File: src/rtl/mem_arb_pkg.sv
// Shared types and default sizing for the unified memory port arbiter.
package mem_arb_pkg;

    localparam int DEF_ADDR_W     = 32;
    localparam int DEF_DATA_W     = 32;
    localparam int DEF_MEM_LAT    = 2;
    localparam int DEF_STARVE_MAX = 4;

    typedef enum logic [1:0] {
        IDLE    = 2'd0,
        RD_WAIT = 2'd1,
        WR      = 2'd2,
        RESP    = 2'd3
    } arb_state_t;

    typedef enum logic {
        OWN_IF = 1'b0,
        OWN_LS = 1'b1
    } owner_t;

endpackage

File: src/rtl/mem_wait_counter.sv
// Read wait-state timer: done is high in the MEM_LAT-th cycle after a start pulse.
module mem_wait_counter
    import mem_arb_pkg::*;
#(
    parameter int MEM_LAT = DEF_MEM_LAT
) (
    input  logic clock,
    input  logic reset,
    input  logic start,
    output logic done
);

    localparam int CW = ($clog2(MEM_LAT + 1) < 1) ? 1 : $clog2(MEM_LAT + 1);
    localparam logic [CW-1:0] LAST = CW'(MEM_LAT);

    logic [CW-1:0] cnt;

    // cnt == 0 means idle; a start loads 1 so the count equals cycles elapsed.
    always_ff @(posedge clock) begin
        if (reset) begin
            cnt <= '0;
        end else if (start) begin
            cnt <= CW'(1);
        end else if (done) begin
            cnt <= '0;
        end else if (cnt != '0) begin
            cnt <= cnt + CW'(1);
        end
    end

    assign done = (cnt == LAST);

endmodule

File: src/rtl/mem_port_arbiter.sv
// Arbitrates the multicycle CPU's single memory port between fetch (IF) and load/store (LS).
// Optional misaligned-access trapping is enabled by defining MEM_ARB_ALIGN_CHECK_EN.
module mem_port_arbiter
    import mem_arb_pkg::*;
#(
    parameter int ADDR_W     = DEF_ADDR_W,
    parameter int DATA_W     = DEF_DATA_W,
    parameter int MEM_LAT    = DEF_MEM_LAT,
    parameter int STARVE_MAX = DEF_STARVE_MAX
) (
    input  logic              clock,
    input  logic              reset,
    input  logic              if_req,
    input  logic [ADDR_W-1:0] if_addr,
    output logic              if_gnt,
    output logic              if_rvalid,
    output logic [DATA_W-1:0] if_rdata,
    input  logic              ls_req,
    input  logic              ls_we,
    input  logic [ADDR_W-1:0] ls_addr,
    input  logic [DATA_W-1:0] ls_wdata,
    output logic              ls_gnt,
    output logic              ls_rvalid,
    output logic [DATA_W-1:0] ls_rdata,
    output logic [ADDR_W-1:0] mem_addr,
    output logic [DATA_W-1:0] mem_wdata,
    output logic              mem_we,
    input  logic [DATA_W-1:0] mem_rdata,
    output logic              busy
`ifdef MEM_ARB_ALIGN_CHECK_EN
    ,
    output logic              if_err,
    output logic              ls_err
`endif
);

    localparam int SW = ($clog2(STARVE_MAX + 1) < 1) ? 1 : $clog2(STARVE_MAX + 1);
    localparam logic [SW-1:0] STARVE_LIM = SW'(STARVE_MAX);

    arb_state_t        state, state_nxt;
    owner_t            owner;
    logic [ADDR_W-1:0] addr_q;
    logic [DATA_W-1:0] wdata_q;
    logic [DATA_W-1:0] if_rdata_q;
    logic [DATA_W-1:0] ls_rdata_q;
    logic [SW-1:0]     starve_cnt;
    logic              gnt_if_c, gnt_ls_c;
    logic              misalign;
    logic              wait_start, wait_done;

    // LS wins unless IF has been passed over STARVE_MAX times in a row.
    always_comb begin
        gnt_if_c = 1'b0;
        gnt_ls_c = 1'b0;
        if (state == IDLE && !reset) begin
            if (if_req && (!ls_req || starve_cnt == STARVE_LIM)) begin
                gnt_if_c = 1'b1;
            end else if (ls_req) begin
                gnt_ls_c = 1'b1;
            end
        end
    end

`ifdef MEM_ARB_ALIGN_CHECK_EN
    logic err_q;
    assign misalign = gnt_ls_c ? (ls_addr[1:0] != 2'b00) : (if_addr[1:0] != 2'b00);
`else
    assign misalign = 1'b0;
`endif

    assign wait_start = (gnt_if_c || (gnt_ls_c && !ls_we)) && !misalign;

    mem_wait_counter #(
        .MEM_LAT (MEM_LAT)
    ) u_wait (
        .clock (clock),
        .reset (reset),
        .start (wait_start),
        .done  (wait_done)
    );

    always_ff @(posedge clock) begin
        if (reset) begin
            state <= IDLE;
        end else begin
            state <= state_nxt;
        end
    end

    // Strobes are gated by reset so an aborted access never shows mem_we or rvalid.
    always_comb begin
        state_nxt = state;
        mem_we    = 1'b0;
        if_rvalid = 1'b0;
        ls_rvalid = 1'b0;
`ifdef MEM_ARB_ALIGN_CHECK_EN
        if_err    = 1'b0;
        ls_err    = 1'b0;
`endif
        case (state)
            IDLE: begin
                if (gnt_if_c || gnt_ls_c) begin
                    if (misalign) begin
                        state_nxt = RESP;
                    end else if (gnt_ls_c && ls_we) begin
                        state_nxt = WR;
                    end else begin
                        state_nxt = RD_WAIT;
                    end
                end
            end
            RD_WAIT: begin
                if (wait_done) begin
                    state_nxt = RESP;
                end
            end
            WR: begin
                mem_we    = 1'b1;
                state_nxt = IDLE;
            end
            RESP: begin
                state_nxt = IDLE;
`ifdef MEM_ARB_ALIGN_CHECK_EN
                if (err_q) begin
                    if_err = (owner == OWN_IF);
                    ls_err = (owner == OWN_LS);
                end else
`endif
                begin
                    if_rvalid = (owner == OWN_IF);
                    ls_rvalid = (owner == OWN_LS);
                end
            end
            default: state_nxt = IDLE;
        endcase
        busy = (state != IDLE);
        if (reset) begin
            busy      = 1'b0;
            mem_we    = 1'b0;
            if_rvalid = 1'b0;
            ls_rvalid = 1'b0;
`ifdef MEM_ARB_ALIGN_CHECK_EN
            if_err    = 1'b0;
            ls_err    = 1'b0;
`endif
        end
    end

    always_ff @(posedge clock) begin
        if (reset) begin
            owner      <= OWN_IF;
            addr_q     <= '0;
            wdata_q    <= '0;
            if_rdata_q <= '0;
            ls_rdata_q <= '0;
            starve_cnt <= '0;
        end else begin
            if (gnt_if_c) begin
                owner <= OWN_IF;
                if (!misalign) begin
                    addr_q <= if_addr;
                end
            end else if (gnt_ls_c) begin
                owner <= OWN_LS;
                if (!misalign) begin
                    addr_q  <= ls_addr;
                    wdata_q <= ls_wdata;
                end
            end

            if (gnt_if_c) begin
                starve_cnt <= '0;
            end else if (gnt_ls_c) begin
                if (!if_req) begin
                    starve_cnt <= '0;
                end else if (starve_cnt != STARVE_LIM) begin
                    starve_cnt <= starve_cnt + SW'(1);
                end
            end

            if (state == RD_WAIT && wait_done) begin
                if (owner == OWN_IF) begin
                    if_rdata_q <= mem_rdata;
                end else begin
                    ls_rdata_q <= mem_rdata;
                end
            end
        end
    end

`ifdef MEM_ARB_ALIGN_CHECK_EN
    always_ff @(posedge clock) begin
        if (reset) begin
            err_q <= 1'b0;
        end else if (gnt_if_c || gnt_ls_c) begin
            err_q <= misalign;
        end
    end
`endif

    assign if_gnt    = gnt_if_c;
    assign ls_gnt    = gnt_ls_c;
    assign mem_addr  = addr_q;
    assign mem_wdata = wdata_q;
    assign if_rdata  = if_rdata_q;
    assign ls_rdata  = ls_rdata_q;

endmodule

File: config.mk
export PLATFORM = sky130hd
export DESIGN_NAME = mem_port_arbiter
export DESIGN_NICKNAME = d
export VERILOG_FILES = /design/src/rtl/mem_arb_pkg.sv /design/src/rtl/mem_wait_counter.sv /design/src/rtl/mem_port_arbiter.sv
export SDC_FILE = /design/constraint.sdc
export NUM_CORES = 1
export LEC_CHECK = 0
export CAP_MARGIN = 15
export CELL_PAD_IN_SITES_DETAIL_PLACEMENT = 1
export CELL_PAD_IN_SITES_GLOBAL_PLACEMENT = 1
export CORE_MARGIN = 4
export CORE_UTILIZATION = 31
export CTS_BUF_LIST = sky130_fd_sc_hd__clkbuf_4 sky130_fd_sc_hd__clkbuf_8
export DETAILED_ROUTE_END_ITERATION = 8
export PLACE_DENSITY = 0.94
export SLEW_MARGIN = 20
export SYNTH_ARGS = -nofsm -noshare
export SYNTH_HDL_FRONTEND = slang
export SYNTH_HIERARCHICAL = 1
export SYNTH_SLANG_ARGS = --single-unit
export TNS_END_PERCENT = 10
File: constraint.sdc
create_clock -name clock -period 3.7 [get_ports clock]
set_input_delay 0.74 -clock clock [delete_from_list [all_inputs] [get_ports clock]]
set_output_delay 0.74 -clock clock [all_outputs]
set_load 0.05 [all_outputs]
# --- Yosys cells after proc, flatten, opt, wreduce, memory -nomap -nowiden ---
# Index checks and enable logic that the tools add are counted.
word_totals:
  reg_bits: 136
  latchBits: 0
  mem_bits_rw: 0
  mem_bits_ro: 0
  input_bits: 133
  output_inout_bits: 134
  wordCells: 69
  memories: 0
op_classes:
  n_addsub: 2
  mul: 0
  n_div: 0
  magnitude_cmp: 0
  n_eq_ne: 9
  shifts: 0
  mux: 23
  bitwise: 2
  reduce_logical: 24
ops:
  columns: ["operator", "n"]
  rows:
  - ["$mux 32", 2]
  - ["$mux 1", 15]
  - ["$reduce_and 2->1", 5]
  - ["$eq 2x2->1 const B", 3]
  - ["$mux 2", 3]
  - ["$mux 3", 2]
  - ["$pmux 2 s3", 1]
  - ["$reduce_bool 2->1", 3]
  - ["$logic_and 1x1->1", 5]
  - ["$ne 2x1->1 const B", 2]
  - ["$reduce_or 2->1", 2]
  - ["$add 3x1->3 const B", 1]
  - ["$eq 3x3->1 const B", 1]
  - ["$logic_not 1->1", 3]
  - ["$logic_or 1x1->1", 3]
  - ["$ne 3x3->1 const B", 1]
  - ["$reduce_bool 3->1", 1]
  - ["$reduce_or 3->1", 1]
  - ["$add 2x1->2 const B", 1]
  - ["$eq 2x1->1 const B", 1]
  - ["$logic_not 2->1", 1]
  - ["$ne 2x2->1 const B", 1]
  - ["$not 1->1", 2]

# --- Longest topological paths before layout ---
logic_depth:
  word_depth: 9
  mapped_depth: 8
  mapped_depth_nobuf: 7

# --- Cells and area by module ---
# The synthesis kept the hierarchy.
modules_own_cells:
  columns: ["module", "instances", "cells_each", "area_per_inst_um2", "seq_area_each_um2"]
  rows:
  - ["mem_port_arbiter", 1, 663, 5283.8, 2682.6]
  - ["mem_wait_counter", 1, 13, 145.1, 40.0]

# --- Worst setup path before layout ---
# OpenSTA, ideal clock, no wires.
synth_timing:
  path_kind: "input-to-output"
  startpoint: "input reset"
  endpoint: "output if_gnt"
  arrival_ns: 2.191
  required_ns: 2.960
  path_slack_ns: 0.769
  stages: 4
  path_buffers: 2
  cell_sequence: "or4b_1 -> buf_2 -> buf_6 -> nor2_1"
synth_via:
  elab_chain_cells: 3
synth_rtl:
  columns: ["element", "line_no", "rtl"]
  rows:
  - ["start, declared", "mem_port_arbiter.sv:12", "input logic reset,"]
  - ["$logic_not 1->1", "mem_port_arbiter.sv:55", "if (state == IDLE && !reset) begin"]
  - ["$logic_and 1x1->1", "mem_port_arbiter.sv:55", null]
  - ["$mux 1", "mem_port_arbiter.sv:55", null]
  - ["end, declared", "mem_port_arbiter.sv:15", "output logic if_gnt,"]
# No other way between the ends.

# --- Final worst setup path ---
layout_timing:
  startpoint: "register state[1]"
  endpoint: "output ls_rvalid"
layout_via:
  elab_chain_cells: 3
layout_rtl:
  columns: ["element", "line_no", "rtl"]
  rows:
  - ["start, declared", "mem_port_arbiter.sv:40", "arb_state_t state, state_nxt;"]
  - ["start signal, assigned", "mem_port_arbiter.sv:86", "state <= state_nxt;"]
  - ["$eq 2x2->1", "mem_port_arbiter.sv:100", "case (state)"]
  - ["$mux 1", "mem_port_arbiter.sv:100", null]
  - ["$mux 1", "mem_port_arbiter.sv:137", "if (reset) begin"]
  - ["end, declared", "mem_port_arbiter.sv:23", "output logic ls_rvalid,"]
# No other way between the ends.

==> impl_results.md <==
* Post-cts sizing count at 0
* CP Launch Type: flop
* Clk sink count at 136
* Clock power frac at 34.4%
* Initial antenna violation count at 0
* Post-synth EDFFs at 0
* Switching power at 1264 uW
* Core ar. at 0.01724 sq mm
* Tot GR Track Use at 20.44%
* Reg2Reg Depth at 6
* WP data arrival at 2.50 ns
* Fmax at 308.9 MHz
* Global-route wire length before repair at 32640 um
* Initial DRT Pass Iterations at 4
* M3 GR Usage at 5.804%
* Max-cap violations at 0
* Max-slew headroom at 50.45%
* Crit path kind: flop to output port
* Grt met1 use at 24.50%
* Endpoints failing setup at 0
* Critical path required time at 2.96 ns
* Hold-fix buffers at CTS at 0
* HP Class: flop to flop
* Clock transition at path regs at 0.08 ns
* CP bufs+invs at 1
* Post-synth top area share at 50.15%
* Top FF cell, synth: dfxtp_1
* Seq cells post-synth at 136
* Fin Setup TNS at 0 ns
* Fin. max-slew vios at 0
* Pre-CTS setup slack at 0.6471 ns
* Die ar. at 0.01969 sq mm
* Post-CTS Setup Bufs at 0
* RePlAce Congestion at 0.7703
* Final cell count without fillers at 1146
* CP max FO at 12
* Largest net degree at the start of global routing at 68
* Worst setup margin at 0.4629 ns
* Share of layout cells above drive strength 1 at 6.406%
* Post-DP Area at 0.008208 sq mm
* Layout area overhead at 59.02%
* Row count at 48
* Clock Tree Buf Depth at 2
* Root Driver: clkbuf_8
* Chip width at 140.3 um
* Starting Density at 31.50%
* Post-synth cell types at 39
* Gate power share at 24.0%
* CTS tree: yes
* Cts bufs inserted at 17
* Tcrit/Tclk final at 87.49%
* Unrepaired setup endpoints after global routing: false
* Worst-path cell chain: nor2b_1 > and3_1 > clkdlybuf4s50_1
* Post-route DRC at 0
* Drt via density at 5.164
* Cell taking the most area after synthesis: dfxtp_1
* Post-Syn Area per Cell at 8.031 sq um
* Post-DR wirelength/cell at 18.09 um
* IO Port Bufs at 266
* Final hold vios at 0
* WHS Path Cells at 2
* Ys async rst share at 0%
* HPWL after detailed placement at 14440 um
* VDD IR-drop max at 0.0002366 V
* Synth area leaders: dfxtp_1 50%, a21oi_1 12%, nand2_1 9.0%, nor3_1 6.1%, nor4_1 3.7%
* Pint at 2605 uW
* Detailed Route WL at 20730 um
* Switching portion of total power at 32.67%
* Critical path depth at 3
* Die height at 140.3 um
* Clock skew at 0.01308 ns
* Vias in the first global route at 6068
* IO Pins at 267
* Post-route ant nets at 0
* Syn Nets at 814
* DRT iter0 DRCs at 271
* Sequential-to-total area share from yosys stat at 50.15%
* Via count at 5918
* Gr ovfl total at 0
* Max stage delay on crit path at 0.81 ns
* Synth warn at 6
* Crit. End Element: output port
* Leakage power at 0.002890 uW
* Mapped Cells at 676
* Inst Count DP at 1114
* Diodes inserted at 0
* Seq pwr share at 41.6%
* Layer with the highest usage: met2
* Mapped cell area at 0.005429 sq mm
* Htree depth at 4
* CP max stage cell: clkdlybuf4s50_1
* Worst skew pair latency at 0.44 ns
* Met2 usage at 34.78%
* Critical path's top delay family: buffers and inverters
* Final non-filler cell area at 0.008633 sq mm
* Fin crit period at 3.237 ns
* Status: complete, no violations
* Fin nets at 1046
* Worst slew pin tran at 0.7246 ns
* Cell Pwr Density at 448.0 mW/mm^2
==> cell type report <==
cell class | instances | area (sq um)
tap | 225 | 281.5
clock inverter | 15 | 191.4
sequential | 136 | 2723
inverter | 4 | 15.01
timing repair buffer | 280 | 2785
clock buffer | 17 | 234.0
multi-input combinational | 469 | 2404
fill | 2060 | 8603
==> cells by family (layout without fill, tap and decap cells) <==
family,count (synthesis),in the layout,synth area share [%]
buffers and inverters,71,316,6.038
multiplexers,1,1,0.1844
AND/OR/NAND/NOR,289,289,25.70
flip-flops,136,136,50.15
AO/OA/AOI/OAI,174,174,16.78
adder cells (fa/ha/maj),5,5,1.152
==> routing by layer <==
metal	wire, um	up-vias
li1	-	2826
met1	8353	2855
met2	10330	203
met3	1488	34
met4	554	0
met5	0	-
==> final timing paths <==
path	end	from	slack (ns)
setup / recovery	ls_rvalid	state[1]	0.46
hold / removal	ls_rdata[30]	ls_rdata[30]	0.46
setup reg to reg	u_wait/cnt[0]	state[0]	1.38
hold reg to reg	ls_rdata[30]	ls_rdata[30]	0.46
==> synth_stat cells (all sizes together), types with 2 or more instances <==
cell type  number
a2111oi         2
a211oi          3
a21oi         130
and3            2
buf            23
clkbuf         44
dfxtp         136
ha              5
inv             4
nand2         130
nand3          35
nor2            8
nor2b           2
nor3           67
nor4           33
nor4b           2
o21ai          34
or4b            2
==> power by group through the flow <==
stage / Combinational (uW) / Sequential, uW / Clock, uW
2_1_floorplan: 287 / 1890 / 0
3_3_place_gp: 909 / 1640 / 0
3_5_place_dp: 925 / 1640 / 0
4_1_cts: 935 / 1610 / 1370
5_1_grt: 984 / 1620 / 1430
6_report: 928 / 1610 / 1330
==> layout by cell type, fill, tap and decap left out, types with 3 or more instances in the layout <==
| cell | instances |
|---|---|
| clkdlybuf4s50_1 | 263 |
| dfxtp_1 | 136 |
| nand2_1 | 130 |
| a21oi_1 | 130 |
| nor3_1 | 66 |
| nand3_1 | 35 |
| o21ai_1 | 34 |
| nor4_1 | 32 |
| clkbuf_8 | 17 |
| buf_4 | 15 |
| nor2_1 | 7 |
| ha_1 | 5 |
| inv_6 | 5 |
| inv_1 | 4 |
| clkinv_4 | 3 |
| bufinv_16 | 3 |
==> metrics by stage <==
step           util, %  total power (uW)  hold WS [ns]
6_report         50.09              3868        0.4575
4_1_cts          50.09              3916        0.4594
2_1_floorplan        -              2175        0.4807
5_1_grt          50.09              4035        0.4844
3_3_place_gp     47.62              2544        0.4407
3_5_place_dp     47.62              2567        0.4476
==> flip-flops by register name, summed over array words and instances (netlist names) <==
register,flops
mem_addr,32
mem_wdata,32
starve_cnt,3
ls_rdata,32
if_rdata,32
owner,1
state,2
u_wait/cnt,2
==> worst register-to-register path, delay by kind of cell, from the launching register on <==
family	cells	cell delay, ns
flops	1	0.53
buf+inv	1	0.27
compound gates	2	0.44
simple gates	3	1.00
(Power assumes the default switching activity.)
